### src/rtl/pi_permute_engine_pkg.sv
// Shared constants, FSM state type and modulo-5 helper for the pi lane permutation engine.
package pi_permute_engine_pkg;

    localparam int unsigned GRID           = 5;
    localparam int unsigned N_LANES        = 25;
    localparam int unsigned STEPS_PER_PASS = 24;
    localparam int unsigned START_POS      = 1;

    typedef enum logic [1:0] {
        StIdle,
        StFetch,
        StStep,
        StDone
    } state_e;

    // Operands are always in 0..4, so the sum never exceeds 8 and one subtraction suffices.
    function automatic logic [2:0] add_mod5(input logic [2:0] a, input logic [2:0] b);
        logic [3:0] s;
        s = {1'b0, a} + {1'b0, b};
        return (s >= 4'd5) ? 3'(s - 4'd5) : s[2:0];
    endfunction

endpackage

### src/rtl/pi_index_map.sv
// Combinational destination lookup for one lane position, forward or inverse pi mapping.
module pi_index_map
    import pi_permute_engine_pkg::*;
(
    input  logic [2:0] x_i,
    input  logic [2:0] y_i,
    input  logic       inverse_i,
    output logic [2:0] x_o,
    output logic [2:0] y_o,
    output logic [4:0] idx_o
);

    logic [2:0] x2;
    logic [2:0] y2;
    logic [2:0] y3;

    assign x2 = add_mod5(x_i, x_i);
    assign y2 = add_mod5(y_i, y_i);
    assign y3 = add_mod5(y2, y_i);

    always_comb begin
        if (inverse_i) begin
            x_o = add_mod5(x_i, y3);
            y_o = x_i;
        end else begin
            x_o = y_i;
            y_o = add_mod5(x2, y3);
        end
    end

    assign idx_o = 5'({x_o, 2'b00}) + 5'(x_o) + 5'(y_o);

endmodule

### src/rtl/pi_permute_engine.sv
// Serial in-place pi permutation of a 5x5 lane state: one lane moved per cycle around the
// single 24-lane cycle, with a carry register holding the displaced lane.
module pi_permute_engine
    import pi_permute_engine_pkg::*;
#(
    parameter int unsigned LANE_W = 1,
    parameter int unsigned PASS_W = 5
) (
    input  logic                        clk,
    input  logic                        rst,
    input  logic                        initLine,
    input  logic [N_LANES*LANE_W-1:0]   line,
    input  logic                        start,
    input  logic                        inverse,
    input  logic [PASS_W-1:0]           passes,
    output logic                        busy,
    output logic                        done,
    output logic [N_LANES*LANE_W-1:0]   mem
);

    state_e              state_q;
    logic [LANE_W-1:0]   lanes_q [N_LANES];
    logic [LANE_W-1:0]   carry_q;
    logic [2:0]          pos_x_q;
    logic [2:0]          pos_y_q;
    logic [4:0]          step_q;
    logic [PASS_W-1:0]   passes_left_q;
    logic                inv_q;
    logic                busy_q;
    logic                done_q;

    logic [2:0]          dst_x;
    logic [2:0]          dst_y;
    logic [4:0]          dst_idx;

    pi_index_map u_index_map (
        .x_i       (pos_x_q),
        .y_i       (pos_y_q),
        .inverse_i (inv_q),
        .x_o       (dst_x),
        .y_o       (dst_y),
        .idx_o     (dst_idx)
    );

    always_ff @(posedge clk) begin
        if (rst) begin
            state_q       <= StIdle;
            for (int unsigned k = 0; k < N_LANES; k++) begin
                lanes_q[k] <= '0;
            end
            carry_q       <= '0;
            pos_x_q       <= '0;
            pos_y_q       <= '0;
            step_q        <= '0;
            passes_left_q <= '0;
            inv_q         <= 1'b0;
            busy_q        <= 1'b0;
            done_q        <= 1'b0;
        end else begin
            done_q <= 1'b0;
            unique case (state_q)
                StIdle: begin
                    // The load lands on the same edge as an accepted start, so FETCH sees it.
                    if (initLine) begin
                        for (int unsigned k = 0; k < N_LANES; k++) begin
                            lanes_q[k] <= line[k*LANE_W +: LANE_W];
                        end
                    end
                    if (start) begin
                        inv_q         <= inverse;
                        passes_left_q <= passes;
                        if (passes == '0) begin
                            state_q <= StDone;
                            done_q  <= 1'b1;
                        end else begin
                            state_q <= StFetch;
                            busy_q  <= 1'b1;
                        end
                    end
                end
                StFetch: begin
                    carry_q <= lanes_q[START_POS];
                    pos_x_q <= '0;
                    pos_y_q <= 3'(START_POS);
                    step_q  <= '0;
                    state_q <= StStep;
                end
                StStep: begin
                    lanes_q[dst_idx] <= carry_q;
                    carry_q          <= lanes_q[dst_idx];
                    pos_x_q          <= dst_x;
                    pos_y_q          <= dst_y;
                    step_q           <= step_q + 5'd1;
                    if (step_q == 5'(STEPS_PER_PASS - 1)) begin
                        passes_left_q <= passes_left_q - PASS_W'(1);
                        if (passes_left_q == PASS_W'(1)) begin
                            state_q <= StDone;
                            busy_q  <= 1'b0;
                            done_q  <= 1'b1;
                        end else begin
                            state_q <= StFetch;
                        end
                    end
                end
                StDone: begin
                    state_q <= StIdle;
                end
                default: begin
                    state_q <= StIdle;
                end
            endcase
        end
    end

    always_comb begin
        mem = '0;
        for (int unsigned k = 0; k < N_LANES; k++) begin
            mem[k*LANE_W +: LANE_W] = lanes_q[k];
        end
    end

    assign busy = busy_q;
    assign done = done_q;

endmodule
### config.mk
export PLATFORM = sky130hd
export DESIGN_NAME = pi_permute_engine
export DESIGN_NICKNAME = d
export VERILOG_FILES = /design/src/rtl/pi_permute_engine_pkg.sv /design/src/rtl/pi_index_map.sv /design/src/rtl/pi_permute_engine.sv
export SDC_FILE = /design/constraint.sdc
export NUM_CORES = 1
export LEC_CHECK = 0
export ABC_AREA = 1
export BUFFER_PORTS_ARGS = -buffer_cell sky130_fd_sc_hd__buf_4
export CORE_MARGIN = 2
export CORE_UTILIZATION = 54
export CTS_CLUSTER_DIAMETER = 40
export DETAILED_ROUTE_END_ITERATION = 16
export PLACE_DENSITY = 0.78
export SKIP_CTS_REPAIR_TIMING = 1
export SYNTH_ARGS = -nofsm -noshare
export SYNTH_HDL_FRONTEND = slang
export SYNTH_SLANG_ARGS = --single-unit
### constraint.sdc
create_clock -name clk -period 11.4 [get_ports clk]
set_input_delay 0 -clock clk [delete_from_list [all_inputs] [get_ports clk]]
set_output_delay 0 -clock clk [all_outputs]
set_load 0.02 [all_outputs]
==> results.md <==
* Status: complete, but fails checks
* Failing checks: hold timing
* Hold depth at 3
* Row Count at 33
* Overflow after GRT at 0
* RSZ-0062 raised after global routing: false
* Initial antenna violation count at 0
* Routability cong. at 0.863
* Post-synth cell types at 40
* Min Hold Slack at -0.0124 ns
* WHS Endpoint: inv_q
* Mapped Area at 4540 um^2
* Number of clock sinks at 54
* FF-to-FF setup slack at 4.12 ns
* Die Y at between 90 and 100 um
* Final hold vios at 1
* P_int at 0.503 mW
* Commonest non-fill, non-tap cells in the layout: nand2_1, inv_1, buf_4, nor2_1, nand3_1
* Clock Latency Late Sink at 0.32 ns
* Final worst clock skew at between 0.01 and 0.015 ns
* Placeable Area at 8180 um^2
* Area Growth Syn to Fin at 8.39%
* Worst setup SP type: register
* Final period util at ~64%
* Post-Syn Instances at 647
* TritonRoute pass-1 iters at 5
* CP delay by family, top: adder cells
* Clock network fraction of total power at 9.9%
* Hold_sp: inverse
* Hold Path Class: input port to register
* Syn Area/Cell at 7.01 um^2
* Final Max Tran Viols at 0
* Die X at 95.6 um
* Post-DRT Antenna Nets at 0
* Critical Path RT at 11.67 ns
* Gate power share at 64.8%
* # DRC at 0
* DR vias/cell at 5.44
* Register area share after synthesis at slightly above 30%
* CP max FO at 22
* Reg2reg end: carry_q
* Gr usage total at 25.2%
* Syn nets at 712
* Ant. Diodes at 0
* Max VDD drop at 0.113 mV
* Total CTS buffers at 5
* FMAX at around 140 MHz
* Max_slew headroom at 15.5%
* Total negative setup slack at 0 ns
* YS warnings at 0
* Leakage at roughly 2.6 nW
* Initial core utilization at 55.5%
* Worst slew pin tran at roughly 1.3 ns
* WP buf/inv at 8
* CTS tree: done
* Crit Path Class: register to register
* First-pass GRT wire length at 18.2 mm
* I/O pin count at 62
* Cell count of the worst reg-to-reg path at 33
* Crit. End Element: register
* R2r startpoint: pos_y_q[2]
* Power Density at 225 nW/um^2
* Layout Nets at approximately 730
* Per-cell routed wire length at 14.1 um
* Reg power frac at 25.4%
* Switching portion of total power at 54.5%
* Initial drt markers at 361
* Via count at between 4000 and 5000
* NetSw at 0.603 mW
* H-Tree Depth at 2
* Max-cap violations at 0
* Final WL at between 10 and 15 mm
* Share of layout cells above drive strength 1 at 17.0%
* Largest net degree at the start of global routing at 34
* Final Setup Violations at 0
* Clk pin slew, worst setup/hold paths at about 0.10 ns
* WP data arrival at 7.54 ns
* CP max-delay cell: fa_1
* Area of the die at 9150 um^2
* Maximum root-to-sink buffer count at 2
* Vias in the first global route at 3896
* Root Buffer: clkbuf_8
* Post-synthesis register bit count at between 50 and 60
* Worst stage delay on the critical path at 1.20 ns
* Critical Path Most Common Cell: nand2_1
* Min Tclk post-route at 7.28 ns
* PortBufs at a little over 60
* Hpwl dp at between 8 and 9 mm
* Commonest non-fill, non-tap cell in the layout: nand2_1
==> per-layer routing <==
| layer | GRT usage [%] | part of all wire (%) | vias to the layer above | wire (um) |
|---|---|---|---|---|
| met5 | 0 | 0 | - | 0 |
| met4 | 8.10 | 1.9 | 0 | 208 |
| met3 | 3.40 | 6.7 | 20 | 734 |
| met2 | 41.9 | 48 | 168 | 5270 |
| met1 | 34.1 | 43 | 1935 | 4700 |
| li1 | - | - | 2088 | - |
==> per-stage QoR <==
| stage | instances | setup WS, ns | cell area, um^2 | utilization (%) | power (mW) |
|---|---|---|---|---|---|
| 3_3_place_gp | 765 | 4.56 | 4820 | 59.0 | 0.964 |
| 2_1_floorplan | 647 | 5.59 | 4540 | - | 0.843 |
| 5_1_grt | 774 | 3.37 | 4920 | 60.1 | 1.20 |
| 3_5_place_dp | 765 | 4.19 | 4820 | 59.0 | 0.985 |
| 6_report | 774 | 4.12 | 4920 | 60.1 | 1.11 |
| 4_1_cts | 773 | 4.17 | 4910 | 60.0 | 1.09 |
==> synth_stat cells <==
library cell | instances | area share, %
a211oi_1 | 1 | 0.17
a21o_1 | 4 | 0.66
a21oi_1 | 18 | 2.0
a22o_1 | 1 | 0.19
a31oi_1 | 2 | 0.28
and3_1 | 1 | 0.14
buf_1 | 2 | 0.17
buf_2 | 6 | 0.66
buf_4 | 31 | 5.1
buf_8 | 1 | 0.33
clkbuf_1 | 9 | 0.74
clkinv_1 | 1 | 0.083
dfxtp_1 | 22 | 9.7
edfxtp_1 | 32 | 21
fa_1 | 4 | 1.8
ha_1 | 26 | 7.2
inv_1 | 85 | 7.0
inv_2 | 6 | 0.50
nand2_1 | 199 | 16
nand2_2 | 4 | 0.55
nand2_4 | 5 | 1.2
nand3_1 | 43 | 4.7
nand3_2 | 4 | 0.88
nand3_4 | 1 | 0.39
nand3b_1 | 2 | 0.33
nand4_1 | 17 | 2.3
nand4_2 | 10 | 2.8
nor2_1 | 51 | 4.2
nor2_2 | 8 | 1.1
nor2_4 | 3 | 0.74
nor3_1 | 9 | 0.99
nor3_2 | 1 | 0.22
o21a_1 | 1 | 0.17
o21ai_0 | 25 | 2.8
o21ai_2 | 1 | 0.19
o22ai_1 | 2 | 0.28
o32a_1 | 1 | 0.22
or2_2 | 1 | 0.14
xnor2_1 | 1 | 0.19
xor2_1 | 6 | 1.2
==> power by group through the flow <==
stage / registers (mW) / logic, mW / clock network, mW
after floorplan: 0.268 / 0.575 / 0
after global placement: 0.282 / 0.681 / 0
after detailed placement: 0.284 / 0.702 / 0
after CTS: 0.280 / 0.702 / 0.109
after global routing: 0.284 / 0.798 / 0.117
final: 0.280 / 0.716 / 0.109
==> worst reg2reg max path: cells and delay by family (launching register included) <==
family / cells / cell delay [ns]
adder cells (fa/ha/maj): 7 / 3.43
buffers and inverters: 8 / 1.26
AND/OR/NAND/NOR: 14 / 1.25
AO/OA/AOI/OAI: 3 / 0.84
flip-flops: 1 / 0.34
XOR/XNOR: 1 / 0.15
==> registers in the layout, indices dropped and copies added, names as in the netlist <==
| name | flops |
|---|---|
| carry_q | 1 |
| busy | 1 |
| done | 1 |
| passes_left_q | 5 |
| step_q | 5 |
| lanes_q | 32 |
| pos_x_q | 3 |
| pos_y_q | 3 |
| inv_q | 1 |
| state_q | 2 |
==> kinds of logic (layout without fill, tap and decap cells) <==
logic type | count (synthesis) | in the layout | share of synthesized area (%)
flip-flops | 54 | 54 | 30.9
AND/OR/NAND/NOR | 359 | 359 | 37.3
XOR/XNOR | 7 | 7 | 1.35
AO/OA/AOI/OAI | 56 | 56 | 6.90
adder cells (fa/ha/maj) | 30 | 30 | 8.94
buffers and inverters | 141 | 163 | 14.6
==> cell type report <==
class | count | area [um^2]
Fill cell | 801 | 3260
Multi-Input combinational cell | 452 | 2480
Sequential cell | 54 | 1400
Timing Repair Buffer | 63 | 475
Inverter | 92 | 345
Tap cell | 105 | 131
Clock buffer | 8 | 81.3
==> worst max path at each step <==
| stage | from | to | cells after the start |
|---|---|---|---|
| after global placement | pos_y_q[2] | carry_q | 34 |
| after global routing | pos_y_q[2] | carry_q | 34 |
| after CTS | pos_y_q[2] | carry_q | 34 |
| final | pos_y_q[2] | carry_q | 33 |
| after detailed placement | pos_y_q[2] | carry_q | 34 |
| after floorplan | pos_y_q[2] | lanes_q[28] | 28 |
Note: power is estimated with default switching activity, not from simulation.
